## src/rtl/qv_stream_tx.sv

```systemverilog
// Credit-gated streamer: latches a Q/K vector pair and sends it as interleaved
// words q0,k0,q1,k1,... over a valid/ready link, one credit consumed per word.
module qv_stream_tx #(
    parameter int N_FEAT  = 4,
    parameter int DW      = 8,
    parameter int CREDITS = 2
) (
    input  logic                 clk,
    input  logic                 rst,
    input  logic                 load_vld,
    output logic                 load_rdy,
    input  logic [DW*N_FEAT-1:0] load_q,
    input  logic [DW*N_FEAT-1:0] load_k,
    output logic                 vld_mst_out,
    input  logic                 rdy_mst_in,
    output logic [DW-1:0]        data_mst_out,
    input  logic                 credit_ret,
    output logic                 busy,
    output logic                 done,
    output logic                 credit_ovf
);

    localparam int NW    = 2 * N_FEAT;
    localparam int IDX_W = (NW > 1) ? $clog2(NW) : 1;
    localparam int CW    = $clog2(CREDITS + 1);

    localparam logic [1:0] S_IDLE = 2'd0;
    localparam logic [1:0] S_SEND = 2'd1;
    localparam logic [1:0] S_DONE = 2'd2;

    localparam logic [IDX_W-1:0] IDX_LAST = IDX_W'(NW - 1);
    localparam logic [CW-1:0]    CRED_MAX = CW'(CREDITS);

    logic [1:0]           state_q, state_d;
    logic [IDX_W-1:0]     idx_q, idx_d;
    logic [CW-1:0]        cred_q, cred_d;
    logic                 ovf_q, ovf_d;
    logic                 ovf_set;
    logic [DW*N_FEAT-1:0] q_q, k_q;
    logic signed [DW-1:0] word_d;
    logic                 accept;
    logic                 xfer;

    // Saturating credit update; MSB of the result flags a return beyond the maximum.
    function automatic logic [CW:0] credit_next(input logic [CW-1:0] cur,
                                                input logic          take,
                                                input logic          give);
        logic [CW:0] res;
        res = {1'b0, cur};
        case ({take, give})
            2'b10: res = {1'b0, cur - CW'(1)};
            2'b01: begin
                if (cur == CRED_MAX) res = {1'b1, cur};
                else                 res = {1'b0, cur + CW'(1)};
            end
            default: res = {1'b0, cur};
        endcase
        return res;
    endfunction

    assign accept = (state_q == S_IDLE) && load_vld;
    assign xfer   = vld_mst_out && rdy_mst_in;

    always_comb begin
        state_d = state_q;
        idx_d   = idx_q;
        case (state_q)
            S_IDLE: begin
                if (load_vld) begin
                    state_d = S_SEND;
                    idx_d   = '0;
                end
            end
            S_SEND: begin
                if (xfer) begin
                    if (idx_q == IDX_LAST) state_d = S_DONE;
                    else                   idx_d   = idx_q + IDX_W'(1);
                end
            end
            S_DONE:  state_d = S_IDLE;
            default: state_d = S_IDLE;
        endcase
    end

    always_comb begin
        {ovf_set, cred_d} = credit_next(cred_q, xfer, credit_ret);
        ovf_d             = ovf_q | ovf_set;
    end

    // Even index picks the query feature, odd index the key feature.
    always_comb begin
        word_d = '0;
        for (int i = 0; i < N_FEAT; i++) begin
            if (idx_q == IDX_W'(2 * i))     word_d = q_q[i*DW +: DW];
            if (idx_q == IDX_W'(2 * i + 1)) word_d = k_q[i*DW +: DW];
        end
    end

    always_ff @(posedge clk) begin
        if (rst) begin
            state_q <= S_IDLE;
            idx_q   <= '0;
            cred_q  <= CRED_MAX;
            ovf_q   <= 1'b0;
        end else begin
            state_q <= state_d;
            idx_q   <= idx_d;
            cred_q  <= cred_d;
            ovf_q   <= ovf_d;
        end
    end

    // Payload registers carry no reset; the output mux masks them outside SEND.
    always_ff @(posedge clk) begin
        if (accept) begin
            q_q <= load_q;
            k_q <= load_k;
        end
    end

    assign vld_mst_out  = (state_q == S_SEND) && (cred_q != '0);
    assign data_mst_out = vld_mst_out ? word_d : '0;
    assign load_rdy     = (state_q == S_IDLE);
    assign busy         = (state_q == S_SEND) || (state_q == S_DONE);
    assign done         = (state_q == S_DONE);
    assign credit_ovf   = ovf_q;

endmodule

```

## config.mk

```make
export PLATFORM = sky130hd
export DESIGN_NAME = qv_stream_tx
export DESIGN_NICKNAME = d
export VERILOG_FILES = /design/src/rtl/qv_stream_tx.sv
export SDC_FILE = /design/constraint.sdc
export NUM_CORES = 1
export LEC_CHECK = 0
export ABC_CLOCK_PERIOD_IN_PS = 2500
export CORE_MARGIN = 1
export CORE_UTILIZATION = 29
export CTS_CLUSTER_DIAMETER = 80
export DETAILED_ROUTE_END_ITERATION = 8
export PLACE_DENSITY = 0.57
export RECOVER_POWER = 25
export SYNTH_ARGS = -nofsm -noshare
export SYNTH_HDL_FRONTEND = slang
export SYNTH_SLANG_ARGS = --single-unit
```

## constraint.sdc

```tcl
create_clock -name clk -period 2.5 [get_ports clk]
set_clock_uncertainty 0.05 [all_clocks]
set_input_delay 0.625 -clock clk [delete_from_list [all_inputs] [get_ports clk]]
set_output_delay 0.625 -clock clk [all_outputs]
set_load 0.01 [all_outputs]
```

Yosys cells after proc, flatten, opt, wreduce, memory -nomap -nowiden

Index checks and enable logic that the tools add are counted.

Input bits: 69
Word-level logic and storage cells: 58
Register bits after elaboration: 72
Output and inout bits: 13

Bitwise logic cells: 1
Equality and inequality tests: 17
Mux-type cells: 19
Add/subtract/negate cells: 3
Reductions and logical operators: 12

Operators by type and width:

| kind                | number |
|---|---|
| $mux 8              | 9 |
| $eq 3x3->1 const B  | 4 |
| $mux 3              | 4 |
| $pmux 3 s2          | 2 |
| $ne 2x2->1 const B  | 5 |
| $eq 2x2->1 const B  | 3 |
| $eq 3x2->1 const B  | 2 |
| $mux 2              | 3 |
| $reduce_bool 2->1   | 3 |
| $eq 2x1->1 const B  | 2 |
| $pmux 2 s2          | 1 |
| $reduce_and 4->1    | 1 |
| $add 3x1->3 const B | 1 |
| $eq 3x1->1 const B  | 1 |
| $logic_and 1x1->1   | 3 |
| $logic_not 3->1     | 1 |
| $reduce_and 3->1    | 1 |
| $add 2x1->2 const B | 1 |
| $logic_not 2->1     | 1 |
| $reduce_and 2->1    | 1 |
| $sub 2x1->2 const B | 1 |
| $logic_or 1x1->1    | 1 |
| $or 1x1->1          | 1 |

Longest topological paths before layout

Depth in word-level cells: 10
Mapped depth: 10
Mapped depth without buffers: 10

Least setup slack after synthesis

Ideal clock, no wire load.

Path type: reg-to-output
From: reg idx_q[2]
To: out data_mst_out[0]
Setup slack: -171 ps
Data arrival time: 1996 ps
Stages on the path, launching flop included: 7
Data required time: 1825 ps
Path buffers: 1
Cell sequence: dfxtp_1 clkinv_1 ha_1 buf_2 nor2_1 a311oi_1 a2111oi_0

Cells in the longest elaborated chain, start to end: 10

Ends and longest elaborated chain:

| element                | line | text |
|---|---|---|
| start, declared        | 35   | `logic [IDX_W-1:0] idx_q, idx_d;` |
| start signal, assigned | 107  | `idx_q <= idx_d;` |
| $logic_not 3->1        | 94   | `if (idx_q == IDX_W'(2 * i)) word_d = q_q[i*DW +: DW];` |
| $mux 8                 | 94   |  |
| $mux 8                 | 95   | `if (idx_q == IDX_W'(2 * i + 1)) word_d = k_q[i*DW +: DW];` |
| $mux 8                 | 94   |  |
| $mux 8                 | 95   |  |
| $mux 8                 | 94   |  |
| $mux 8                 | 95   |  |
| $mux 8                 | 94   |  |
| $mux 8 *               | 95   |  |
| $mux 8 *               | 122  | `assign data_mst_out = vld_mst_out ? word_d : '0;` |
| end, declared          | 16   | `output logic [DW-1:0] data_mst_out,` |

Mark *: on every way between the ends. The rest lies on a longest branch, timed or not.

Worst setup path in the final report

From: reg idx_q[0]
To: out data_mst_out[3]

Same word-level chain as after synthesis.

==> flow_summary_export.csv <==
group,metric,value,unit
timing,relSlewSlack,68.1,%
cts,cts_buffers,9,
cts,root_buffer,"clkbuf_8",
detailed_routing,routed_via_density,4.72,
floorplan,start_util,29.9,%
logic_synthesis,yosysTopAreaCell,"edfxtp_1",
cts,clockBufferDepth,2,
power,p_total,0.00424,W
detailed_routing,detail_route.wirelength.met1,3820,um
logic_synthesis,synth_nets,328,
timing,fin_ws,-0.319,ns
final_layout,fin_cells,508,
final_layout,drive_gt1_share,32.9,%
logic_synthesis,yosys-top-cells-area,"edfxtp_1 (59%), ha_1 (5.8%), dfxtp_1 (4.9%), a2111oi_0 (3.2%), a22o_1 (2.2%)",
final_layout,design_area,0.00511,mm2
global_routing,grt_pass1_wl,13100,um
setup_path,required,1.82,ns
setup_path,crit_type,"reg -> out",
cts,clock_latency,0.35,ns
timing,tightest_slew,0.477,ns
floorplan,core_area,0.0109,mm2
floorplan,die_area,0.0117,mm2
global_routing,antenna_found_initial,0,
detailed_routing,drc,0,
setup_path,cp_max_fo,7,
logic_synthesis,syn_area_per_cell,13.3,um2
power,pwr-share-comb,36.8,%
logic_synthesis,ys_warn_count,0,
power,p_sw,0.00137,W
detailed_routing,num_vias,2396,
power,power.density,831,mW/mm2
logic_synthesis,syn_inst,244,
placed_design,placed_cell_area,0.00453,mm2
logic_synthesis,syn_area,0.00325,mm2
power,ir_drop,0.000399,V
detailed_routing,final_antenna_net_count,0,
final_layout,regArea,0.00209,mm2
final_layout,fillerInstances,970,
timing,fin_crit_sh,113,%
floorplan,die_w,108,um
setup_path,startpoint_type,"flop",
placed_design,place_inst,489,
final_layout,antenna_cells,0,
power,clkPwrFrac,22.1,%
global_routing,grt_usage,15.2,%
cts,clkTransAtPathRegs,0.08,ns
logic_synthesis,seq_area_frac_synth,64.0,%
run_status,failed_checks,"negative setup slack",
logic_synthesis,synth-seq-cells,72,
floorplan,fp-row-count,38,
timing,fmax,0.355,GHz
worst_hold_path,hold_path_class,"reg -> reg",
cts,tritoncts,"built",
timing,min_period,2.82,ns
flow_run,cap_violations,0,
floorplan,die_y,108,um
placed_design,portBuffers,81,
run_status,status,"finished with violations",
power,p_leak,1.84,nW
timing,setup_violations,8,
power,seqPwrFrac,41.1,%
timing,hold_viol_final,0,
power,intPower,0.00287,W
detailed_routing,routed_wirelength,8180,um
logic_synthesis,synth_cell_types,36,
detailed_routing,wl_met3,372,um
global_routing,grt-ovfl-total,0,
setup_path,cp.arrival,2.14,ns
global_routing,grt_pass1_vias,2582,
detailed_routing,dr.pass1.iters,4,
placed_design,dp_slack,-0.594,ns
detailed_routing,drt_iter0_drc,81,
cts,cts_sinks,72,
power,p_sw_share,32.3,%
final_layout,final_nets,447,
placed_design,dp_hpwl,5760,um
logic_synthesis,yosys.area.top_type_share,59.1,%
detailed_routing,wl_met2,3860,um
global_routing,grt_max_degree,62,
timing,rsz0062_at_grt,"true",
detailed_routing,top_layer,"met4",
detailed_routing,routedWlPerCell,16.1,um
final_layout,multi_input_area,0.00141,mm2
cts,hold_buffers,0,
timing,drv_slew,0,
floorplan,ios,82,
final_layout,syn2layout_area_growth,56.9,%
setup_path,cp-end-kind,"output port",
placed_design,place.gp.congestion,0.731,
cts,htreeDepth,3,
==> routing by layer <==
metal / up-vias / track usage [%]
met5: - / 0
met4: 0 / 5.38
met3: 9 / 3.44
met2: 63 / 24.5
met1: 1157 / 20.2
li1: 1167 / -
==> worst max-delay path: stages, from the launching register on <==
cell and delay (ns):
dfxtp_4 0.37, buf_6 0.12, ha_4 0.17, ha_4 0.18
nor2_4 0.12, buf_6 0.15, buf_6 0.10, a311oi_2 0.08
a2111oi_2 0.29, buf_2 0.20
==> state kept, by name, indices dropped and copies added, names as in the netlist <==
name / count
k_q: 32
credit_ovf: 1
state_q: 2
q_q: 32
idx_q: 3
cred_q: 2
==> worst paths after layout <==
path              startpoint              end  slack (ns)  cells past startpoint
setup / recovery    idx_q[0]  data_mst_out[3]       -0.32                      9
hold / removal    credit_ovf       credit_ovf        0.43                      2
setup reg to reg    idx_q[0]         idx_q[0]        0.22                      9
hold reg to reg   credit_ovf       credit_ovf        0.43                      2
==> power by group through the flow <==
| stage | combinational [W] | clock [W] | sequential, W |
|---|---|---|---|
| after floorplan | 0.000725 | 0 | 0.00172 |
| after global placement | 0.00134 | 0 | 0.00175 |
| after detailed placement | 0.00136 | 0 | 0.00175 |
| after CTS | 0.00155 | 0.000958 | 0.00174 |
| after global routing | 0.00171 | 0.00101 | 0.00177 |
| final | 0.00156 | 0.000939 | 0.00174 |
==> synth_stat cells <==
cell type  instances
nand4b_1           1
a211oi_4           1
buf_2              5
o21ai_0           11
nor3b_1            9
a2bb2oi_1          1
nor3_1             8
a221o_1            1
nand2_1           12
and3b_1            1
edfxtp_1          64
nor2b_1            9
nand3b_1           1
buf_4              1
clkinv_1           1
a21oi_1           11
and2_1             2
inv_1             18
mux2i_1            2
a31oi_1            1
a311oi_1           8
nand2b_1           8
clkbuf_1           5
or2b_1             3
buf_6              1
buf_1              1
a2111oi_0         12
nor2_1             6
o31ai_1            2
nand3_2            1
a2111oi_1          4
a22o_1             8
dfxtp_1            8
ha_1              15
a21oi_2            1
or3b_4             1
==> cell usage in the layout (no fill, tap or decap), drive strengths merged, types with 2 or more instances in the layout <==
| cell type | instances |
|---|---|
| edfxtp | 64 |
| buf | 48 |
| clkdlybuf4s50 | 37 |
| dlygate4sd3 | 35 |
| inv | 21 |
| a2111oi | 16 |
| ha | 15 |
| nand2 | 12 |
| a21oi | 12 |
| o21ai | 11 |
| clkbuf | 9 |
| nor2b | 9 |
| nor3b | 9 |
| a22o | 8 |
| a311oi | 8 |
| nand2b | 8 |
| dfxtp | 8 |
| nor3 | 8 |
| nor2 | 6 |
| or2b | 3 |
| clkinv | 3 |
| mux2i | 2 |
| o31ai | 2 |
| and2 | 2 |
==> through the flow <==
step	TNS (ns)	hold slack, ns	util [%]
after floorplan	-0.0555	0.434	-
after global placement	-3.76	0.412	41.6
after detailed placement	-3.99	0.430	41.6
after CTS	-2.44	0.449	46.5
after global routing	-3.07	0.491	46.9
final	-2.26	0.434	46.9
==> area by class of cell <==
class,count,share of cell area [%]
sequential,72,40.9
multi-input combinational,140,27.6
timing repair buffer,121,22.8
tap,140,3.43
clock buffer,9,2.43
clock inverter,7,1.49
inverter,19,1.45
==> cell families after synthesis <==
kind of cell | share of synthesized area, %
AND/OR/NAND/NOR | 11.1
AO/OA/AOI/OAI | 14.3
flip-flops | 64.0
multiplexers | 0.615
adder cells (fa/ha/maj) | 5.77
buffers and inverters | 4.23
==> what timing repair did <==
action,4_1_cts,5_1_grt
pin swaps,17,12
endpoints found under the hold margin,0,0
gates resized for setup,117,9
buffers inserted,3,1
setup endpoints to repair,9,8
Note: power is estimated with default switching activity, not from simulation.
